`src/rtl/toggle_rr_arbiter.sv`:
```
// Round-robin ownership arbiter for one shared toggle bit, with a burst limit that forces rotation.
// Define TOGGLE_ARB_STATS_EN to add the saturating toggle_count / rotate_count outputs.
module toggle_rr_arbiter #(
    parameter int N_REQ     = 4,
    parameter int MAX_BURST = 4
) (
    input  logic             clk,
    input  logic             rst,
    input  logic [N_REQ-1:0] req,
    input  logic [N_REQ-1:0] toggle_en,
    output logic [N_REQ-1:0] grant,
    output logic             grant_valid,
    output logic             out,
`ifdef TOGGLE_ARB_STATS_EN
    output logic [15:0]      toggle_count,
    output logic [15:0]      rotate_count,
`endif
    output logic             busy
);

    localparam int PW = (N_REQ > 1) ? $clog2(N_REQ) : 1;
    localparam int BW = (MAX_BURST > 1) ? $clog2(MAX_BURST) : 1;
    localparam logic [BW-1:0] BURST_LAST = BW'(MAX_BURST - 1);
    localparam logic [PW-1:0] LAST_IDX   = PW'(N_REQ - 1);

    typedef enum logic {
        IDLE  = 1'b0,
        GRANT = 1'b1
    } state_t;

    state_t           state_q;
    logic [N_REQ-1:0] grant_q;
    logic [PW-1:0]    owner_q;
    logic [PW-1:0]    ptr_q;
    logic [BW-1:0]    burst_q;
    logic             out_q;

    logic [PW-1:0]    rel_ptr;
    logic [PW-1:0]    search_base;
    logic             pick_found;
    logic [PW-1:0]    pick_idx;
    logic             owner_tog;
    logic             at_limit;
    logic             release_now;
    logic             out_d;
    logic [BW-1:0]    burst_d;

    always_comb begin
        rel_ptr     = (owner_q == LAST_IDX) ? '0 : owner_q + 1'b1;
        // On release the search starts just past the outgoing owner, so no dead cycle is needed
        search_base = (state_q == GRANT) ? rel_ptr : ptr_q;
        pick_found  = 1'b0;
        pick_idx    = '0;
        for (int i = 0; i < N_REQ; i++) begin
            if (!pick_found && req[(int'(search_base) + i) % N_REQ]) begin
                pick_found = 1'b1;
                pick_idx   = PW'((int'(search_base) + i) % N_REQ);
            end
        end
        owner_tog   = (state_q == GRANT) && toggle_en[owner_q];
        at_limit    = (burst_q == BURST_LAST);
        release_now = (state_q == GRANT) && (!req[owner_q] || at_limit);
        out_d       = out_q ^ owner_tog;
        burst_d     = at_limit ? burst_q : burst_q + 1'b1;
    end

    always_ff @(posedge clk or negedge rst) begin
        if (!rst) begin
            state_q <= IDLE;
            grant_q <= '0;
            owner_q <= '0;
            ptr_q   <= '0;
            burst_q <= '0;
            out_q   <= 1'b0;
        end else begin
            out_q <= out_d;
            case (state_q)
                IDLE: begin
                    if (pick_found) begin
                        grant_q <= N_REQ'(1) << pick_idx;
                        owner_q <= pick_idx;
                        burst_q <= '0;
                        state_q <= GRANT;
                    end
                end
                GRANT: begin
                    if (release_now) begin
                        ptr_q <= rel_ptr;
                        if (pick_found) begin
                            grant_q <= N_REQ'(1) << pick_idx;
                            owner_q <= pick_idx;
                            burst_q <= '0;
                        end else begin
                            grant_q <= '0;
                            burst_q <= '0;
                            state_q <= IDLE;
                        end
                    end else begin
                        burst_q <= burst_d;
                    end
                end
                default: begin
                    state_q <= IDLE;
                    grant_q <= '0;
                end
            endcase
        end
    end

    assign grant       = grant_q;
    assign grant_valid = |grant_q;
    assign busy        = grant_valid;
    assign out         = out_q;

`ifdef TOGGLE_ARB_STATS_EN
    logic [15:0] toggle_cnt_q;
    logic [15:0] rotate_cnt_q;

    // A forced rotation is one where the owner still wanted the resource
    always_ff @(posedge clk or negedge rst) begin
        if (!rst) begin
            toggle_cnt_q <= '0;
            rotate_cnt_q <= '0;
        end else begin
            if (owner_tog && toggle_cnt_q != 16'hFFFF)
                toggle_cnt_q <= toggle_cnt_q + 16'd1;
            if (release_now && req[owner_q] && at_limit && rotate_cnt_q != 16'hFFFF)
                rotate_cnt_q <= rotate_cnt_q + 16'd1;
        end
    end

    assign toggle_count = toggle_cnt_q;
    assign rotate_count = rotate_cnt_q;
`endif

endmodule

```
`config.mk`:
```
export PLATFORM = sky130hd
export DESIGN_NAME = toggle_rr_arbiter
export DESIGN_NICKNAME = d
export VERILOG_FILES = /design/src/rtl/toggle_rr_arbiter.sv
export SDC_FILE = /design/constraint.sdc
export NUM_CORES = 1
export LEC_CHECK = 0
export CORE_ASPECT_RATIO = 1.1
export CORE_MARGIN = 3
export CORE_UTILIZATION = 40
export CTS_CLUSTER_DIAMETER = 40
export DETAILED_ROUTE_END_ITERATION = 6
export PLACE_DENSITY = 0.63
export SLEW_MARGIN = 30
export SYNTH_ARGS = -nofsm -noshare
export SYNTH_HDL_FRONTEND = slang
export SYNTH_SLANG_ARGS = --single-unit
```
`constraint.sdc`:
```
create_clock -name clk -period 2.5 [get_ports clk]
set_input_delay 0.375 -clock clk [delete_from_list [all_inputs] [get_ports clk]]
set_output_delay 0.375 -clock clk [all_outputs]
set_load 0.005 [all_outputs]
```
# After elaboration in Yosys (flattened, before gate mapping)

Index checks and enable logic that the tools add are counted.
Widths: inputs -> output; s select.

Output and inout port bits: 7
Flip-flop bits (word level): 12
Word-level logic and storage cells: 83
Latch bits: 0
Input bits: 10
Memory bits (read-only): 0
RAM bits: 0
Memories kept: 0

Bitwise logic cells: 5
Divide/modulo/power cells: 0
Eq/ne operators: 5
Add/subtract/negate cells: 5
Reduce and logical (&&, ||, !) cells: 17
$lt $le $gt $ge: 5
Multiplexer cells: 39
Multiply operators: 0
Shift operators: 1

Operator list:

| cell                | count |
|---|---|
| $mux 2              | 11 |
| $mux 1              | 15 |
| $bmux 1 s2          | 6 |
| $lt 3x4->1 const B  | 3 |
| $mux 4              | 3 |
| $pmux 2 s2          | 2 |
| $pmux 4 s2          | 1 |
| $add 2x1->2 const B | 3 |
| $lt 2x3->1 const B  | 2 |
| $reduce_and 2->1    | 3 |
| $reduce_or 2->1     | 3 |
| $logic_and 1x1->1   | 5 |
| $add 2x2->2 const B | 2 |
| $eq 2x2->1 const B  | 2 |
| $logic_not 1->1     | 4 |
| $reduce_or 4->1     | 1 |
| $shl 1x2->4 const A | 1 |
| $and 1x1->1 const A | 3 |
| $ne 3x2->1 const B  | 1 |
| $ne 2x1->1 const B  | 1 |
| $ne 2x2->1 const B  | 1 |
| $pmux 1 s2          | 1 |
| $logic_or 1x1->1    | 1 |
| $not 1->1           | 1 |
| $xor 1x1->1         | 1 |

# Depth between registers and ports, before layout

Gate-level depths: netlist of run 1.

Depth after elaboration: 21
Mapped depth: 6
Mapped depth without buffers: 6

# Worst setup path after synthesis of run 1

No wires, ideal clock.

Kind: reg-to-reg
Start: reg owner_q[0]
End: reg grant_q[0], in the netlist grant[0]
Setup time: 122 ps
Period minus slack after synthesis: 1857 ps
Data arrival time: 1736 ps
Slack: 643 ps
Required time: 2378 ps
Stages on the path, launching flop included: 7
Path buffers: 0
Cells stage by stage: dfrtp_1 > ha_1 > mux2i_1 > nand2_1 > o311ai_0 > o211ai_1 > a32o_1

Word-level cells in the longest chain between the ends: 19
Elaborated cells between the ends (all ways): 45
Those cells by class: add/sub: 4; eq/ne: 3; shift: 1; mux: 27; reduce/logical: 10

Ends and longest elaborated chain:

| item                                                                   | line   | source |
|---|---|---|
| start: declaration                                                     | 33     | `logic [PW-1:0] owner_q;` |
| start signal: assignment                                               | 81     | `owner_q <= pick_idx;` |
| start signal: assignment                                               | 91     | `owner_q <= pick_idx;` |
| $add 2x1->2 / $eq 2x2->1 (equally long branches)                       | 49     | `rel_ptr = (owner_q == LAST_IDX) ? '0 : owner_q + 1'b1;` |
| $mux 2 (*)                                                             | 49     |  |
| named net rel_ptr[1]                                                   | 38     | `logic [PW-1:0] rel_ptr;` |
| $mux 2 (*)                                                             | 51     | `search_base = (state_q == GRANT) ? rel_ptr : ptr_q;` |
| $add 2x1->2 / $bmux 1 s2 (equally long branches)                       | 55, 57 |  |
| $bmux 1 s2 / $mux 1 (equally long branches)                            | 55     | `if (!pick_found && req[(int'(search_base) + i) % N_REQ]) begin` |
| $mux 1 (implied by the code)                                           | 55     |  |
| $mux 1 (implied by the code) / $logic_not 1->1 (equally long branches) | 55     |  |
| [4 not listed]                                                         | -      |  |
| $mux 1                                                                 | 55     |  |
| $logic_not 1->1                                                        | 55     |  |
| $logic_and 1x1->1                                                      | 55     |  |
| $mux 2                                                                 | 55     |  |
| $shl 1x2->4                                                            | 80, 90 |  |
| $mux 4                                                                 | 89     | `if (pick_found) begin` |
| $mux 4                                                                 | 87     | `if (release_now) begin` |
| $pmux 4 s2                                                             | 77     | `case (state_q)` |
| end signal: assignment                                                 | 80     | `grant_q <= N_REQ'(1) << pick_idx;` |
| end signal: assignment                                                 | 90     | `grant_q <= N_REQ'(1) << pick_idx;` |
| end: declaration                                                       | 32     | `logic [N_REQ-1:0] grant_q;` |

The timed path passes the listed nets; every way through them passes the cells marked *. The select of a mux whose other input is x is not followed.
A chain may end at the register's enable or synchronous reset.

# Worst setup path in the final report of run 1

Start: reg owner_q[1]
End: reg grant_q[0], in the netlist grant[0]

Same word-level chain as after synthesis.

==> results of run 1 <==
## final timing paths
| kind | start | to | slack, ns | depth (start not counted) |
|---|---|---|---|---|
| setup / recovery | owner_q[1] | grant[0] | 0.41 | 6 |
| hold / removal | rst | ptr_q[0] | 0.47 | 1 |
| setup reg to reg | owner_q[1] | grant[0] | 0.41 | 6 |
| hold reg to reg | out | out | 0.49 | 1 |
| max in group asynchronous | rst | owner_q[0] | 1.66 | 1 |
| min in group clk | out | out | 0.49 | 1 |
## synth_stat cells
cell	count
o311ai_0	1
o31ai_1	2
o21ai_1	1
xnor2_1	1
a21o_1	1
o211ai_1	2
a32oi_1	1
dfrtp_1	12
nand2b_1	2
o221ai_2	1
or4_4	1
or4_1	1
nand2_1	11
or2_2	2
o21ai_2	1
ha_1	2
a21boi_1	1
a32o_1	1
nor4_2	1
nor2_1	3
or3_1	1
mux4_2	1
a22o_1	1
inv_1	2
and2_2	1
or2_1	1
buf_4	2
nor2_2	2
o22ai_1	1
o22a_1	1
o21ai_0	4
a21boi_0	1
mux2i_1	3
nand4_4	1
mux2_2	1
nor2b_1	1
## power groups by stage
stage	registers [mW]	logic (mW)	clock network, mW
5_1_grt	0.346	0.684	0.174
4_1_cts	0.337	0.615	0.162
6_report	0.336	0.608	0.155
3_3_place_gp	0.338	0.601	0
2_1_floorplan	0.339	0.401	0
3_5_place_dp	0.341	0.612	0
## critical path: stages, from the launching register on
cell,delay (ns)
dfrtp_1,0.46
ha_1,0.31
mux2i_1,0.41
nand2_1,0.09
o311ai_0,0.11
o211ai_1,0.26
a32o_1,0.32
## cell families (layout without fill, tap and decap cells)
logic type	Yosys count	count (layout)	share of synthesized area [%]
compound gates	20	20	20.6
xor+xnor	1	1	1.18
fa+ha+maj	2	2	3.37
buf+inv	4	23	3.04
flops	12	12	40.5
mux	5	5	8.60
simple gates	28	28	22.8
## through the flow
stage          hold slack [ns]  setup WS, ns  power, mW  instances  utilization, %
2_1_floorplan           0.0794         0.643      0.739         72               -
3_5_place_dp             0.486         0.305      0.954        104            55.5
6_report                 0.466         0.408       1.10        108            57.7
3_3_place_gp             0.461         0.313      0.940        104            55.5
4_1_cts                  0.475         0.416       1.11        108            57.7
5_1_grt                  0.497         0.221       1.20        108            57.7
## layout make-up
| class | count | area [um2] |
|---|---|---|
| clock buffers | 4 | 36.3 |
| fillers | 146 | 699 |
| inverters | 2 | 7.51 |
| multi-input cells | 56 | 419 |
| flip-flops and latches | 12 | 300 |
| well taps | 17 | 21.3 |
| repair buffers | 17 | 168 |
## sequential cells by signal (all words and copies together), names as in the netlist
name	cells
burst_q	2
grant	4
out	1
owner_q	2
ptr_q	2
state_q	1
## per-layer routing
metal	up-vias	share of wire, %	GRT usage [%]
li1	307	-	-
met3	2	4.9	2.11
met4	0	0.71	6.45
met2	11	45	24.4
met1	305	49	24.7
met5	-	0	0
==> flow_summary.yaml, run 1 <==
setup_path:
  cp-start-kind: "register"
  cp_max_fo: 7
  crit_arrival_ns: 2.26
  endpoint_kind: "register"
  crit_required_ns: 2.66
  worstSetupPathType: "reg2reg"
logic_synthesis:
  syn_inst: 72
  yosys.cell_types.count: 36
  ys.warnings.count: 0
  ys_ff_latch: 12
  synthDominantCellAreaShare_pct: 40.5
  ys_seq_area_share_pct: 40.5
  syn_nets: 84
  syn_area_per_cell_um2: 10.3
  syn_area_um2: 742
  synth.area.top_cells: "dfrtp_1 (40%), nand2_1 (5.6%), mux2i_1 (4.0%)"
  synth_top_area_cell: "dfrtp_1"
clock_network:
  cts_setup_buffers: 0
  clock_path_buffers: 2
  clk_pin_slew_ns: 0.08
  worstSkewPairLatency_ns: 0.27
  cts_tree: "done"
  cts_resized: 0
  h-tree-depth: 1
  clock-sinks: 12
  cts_hold_buf: 0
  root_buffer: "clkbuf_4"
  cts-buffers-inserted: 3
sta:
  fin_tns_setup_ns: 0
  rsz0062_at_grt: "no"
  clock.fmax_mhz: 478
  slew_headroom_pct: 61.6
  finalSetupViolations: 0
  worst_pin_slew_ns: 0.574
  hold_viol_final: 0
  fin_crit_ns: 2.09
  finalCritPeriodShare_pct: 83.7
  clock_skew_ns: 0.00134
  maxSlewViolCount: 0
pwr:
  swShare_pct: 37.8
  leakage_nw: 0.401
  power_density_nw_per_um2: 1150
  vdd_drop_max_mv: 0.620
  clkPwrFrac_pct: 14.1
  intPower_mw: 0.685
  pwr-share-comb_pct: 55.3
  p_sw_mw: 0.415
  seqPwrFrac_pct: 30.6
route:
  drtPass1Iterations: 3
  routed_wl_mm: 1.68
  final_antenna_net_count: 0
  vias_per_cell: 5.79
  drc_errors: 0
  vias: 625
  detail_route.wl_per_cell_um: 15.6
  drtIter0Drc: 10
global_routing:
  grt.total_usage_pct: 16.8
  grt_max_degree: 13
  grt_overflow: 0
  grt_pass1_wl_mm: 2.94
  grt_antenna_before_repair: 0
  grt_pass1_vias: 651
floorplanning:
  placementRows: 15
  boundaryPins: 17
  core_area_um2: 1650
  start_util_pct: 44.9
  dieArea_um2: 2410
  die_h_um: 51.2
  die_w_um: 47.1
cells_and_area:
  nets: 104
  area_growth_syn_to_layout_pct: 28.3
  layout_commonest_cell: "clkdlybuf4s50_1"
  design_area_um2: 952
  drive_above_1_share_pct: 18.7
  final_cell_mix: "clkdlybuf4s50_1 (16), dfrtp_1 (12), nand2_1 (11), o21ai_0 (4)"
  n_antenna_cell: 0
placement:
  placed_area_um2: 916
  dp_hpwl_mm: 1.29
  place.gp.congestion: 0.836
  port_buffers: 16
run_status:
  status: "completed"
run:
  maxCapViolations: 0
min_path:
  worstHoldPathType: "in2async"
Note: power is estimated with default switching activity, not from simulation.
==> run 2, diff against run 1 <==
==> constraint.sdc (replaced) <==
create_clock -name clk -period 2.2 [get_ports clk]
set_input_delay 0.33 -clock clk [delete_from_list [all_inputs] [get_ports clk]]
set_output_delay 0.33 -clock clk [all_outputs]
set_load 0.005 [all_outputs]
==> flow_summary.yaml, run 2 (synthesis gave the netlist of run 1 again) <==
placement:
  port_buffers: 16
  dp_hpwl_mm: 1.29
  place.gp.congestion: 0.788
  placed_area_um2: 931
pwr:
  leakage_nw: 0.407
  swShare_pct: 38.1
  intPower_mw: 0.802
  clkPwrFrac_pct: 13.9
  power_density_nw_per_um2: 1320
  p_sw_mw: 0.494
  power.total_mw: 1.30
  pwr-share-comb_pct: 56.3
  seqPwrFrac_pct: 29.8
  vdd_drop_max_mv: 0.730
run:
  maxCapViolations: 0
setup_path:
  cp_max_fo: 3
  endpoint_kind: "primary output"
  crit_arrival_ns: 1.69
  crit_chain: "or4_1 > clkdlybuf4s50_1"
  crit_required_ns: 1.87
  cp-start-kind: "register"
  worstSetupPathType: "reg2out"
  reg2reg_slack_ns: 0.25
  slowest_delay_ns: 0.55
  path_delay_family: "simple AND/OR/NAND/NOR gates"
  critical_path_buf_inv_count: 1
  cp_slowest_cell: "or4_1"
cells_and_area:
  multi_input_area_um2: 432
  drive_above_1_share_pct: 21.5
  area_growth_syn_to_layout_pct: 32.0
  final_cell_mix: "clkdlybuf4s50_1 (16), dfrtp_1 (12), nand2_1 (11), o21ai_0 (4)"
  seqCellArea_um2: 300
  design_area_um2: 980
  post-route-util_pct: 59.3
  layout_commonest_cell: "clkdlybuf4s50_1"
  fillCellCount: 148
  largest_reg_flops: 4
  nets: 106
  n_antenna_cell: 0
floorplanning:
  dieArea_um2: 2410
  die_h_um: 51.2
  boundaryPins: 17
  core_area_um2: 1650
  start_util_pct: 44.9
  placementRows: 15
  die_w_um: 47.1
sta:
  finalCritPeriodShare_pct: 91.9
  rsz0062_at_grt: "no"
  finalSetupViolations: 0
  maxSlewViolCount: 0
  hold_ws_ns: 0.424
  clock_skew_ns: 0.00442
  slew_headroom_pct: 60.0
  fin_crit_ns: 2.02
  clock.fmax_mhz: 495
  fin_tns_setup_ns: 0
  worst_pin_slew_ns: 0.598
  hold_viol_final: 0
clock_network:
  cts-buffers-inserted: 3
  clock-sinks: 12
  cts_tree: "done"
  clk_pin_slew_ns: 0.08
  cts_hold_buf: 0
  worstSkewPairLatency_ns: 0.28
  clock_path_buffers: 2
  h-tree-depth: 1
  root_buffer: "clkbuf_4"
global_routing:
  grt_pass1_vias: 636
  grt_antenna_before_repair: 0
  grt_pass1_wl_mm: 2.86
  grt_overflow: 0
  grt.total_usage_pct: 17.0
  grt_max_degree: 13
route:
  vias: 635
  final_antenna_net_count: 0
  drtPass1Iterations: 4
  drc_errors: 0
  drtIter0Drc: 4
  detail_route.wl_per_cell_um: 15.5
  routed_wl_mm: 1.70
  vias_per_cell: 5.77
min_path:
  worstHoldPathType: "in2async"
run_status:
  status: "completed"
[run 2: cell count changes in the layout (fill, tap and decap cells not counted)]
cell	change
mux2i_4	+1
mux2i_1	-1
buf_4	+2
[run 2: power by group through the flow]
stage,sequential (mW),combinational (mW),clock (mW)
after floorplan,0.385,0.455,0
after global placement,0.383,0.696,0
after detailed placement,0.387,0.702,0
after CTS,0.383,0.706,0.179
after global routing,0.401,0.818,0.198
final,0.386,0.729,0.180
[run 2: per-layer routing]
| layer | up-vias | wire length, um | global-route usage, % |
|---|---|---|---|
| li1 | 308 | - | - |
| met5 | - | 0 | 0 |
| met3 | 5 | 129 | 4.58 |
| met4 | 0 | 38 | 8.29 |
| met2 | 19 | 777 | 25.1 |
| met1 | 303 | 755 | 22.3 |
[run 2: worst paths after layout]
| path | start | end | depth (start not counted) |
|---|---|---|---|
| max | grant[1] | busy | 2 |
| min | rst | owner_q[0] | 1 |
| max reg2reg | owner_q[1] | grant[0] | 5 |
| min reg2reg | out | out | 1 |
| max in group asynchronous | rst | state_q | 1 |
| min in group clk | out | out | 1 |
[run 2: area by class of cell]
type / count / area share (%)
Sequential cell: 12 / 30.7
Timing Repair Buffer: 19 / 18.6
Tap cell: 17 / 2.17
Inverter: 2 / 0.766
Multi-Input combinational cell: 56 / 44.1
Clock buffer: 4 / 3.70
[run 2: through the flow]
stage	std cells	worst slack, ns
CTS	110	0.0691
floorplan	72	0.343
global placement	106	0.0949
detailed placement	106	0.0968
global route	110	0.0592
finish	110	0.178
[run 2: timing repair]
action,4_1_cts,5_1_grt
resized for setup,0,2
endpoints found under the setup margin,0,5
setup buffers,0,0
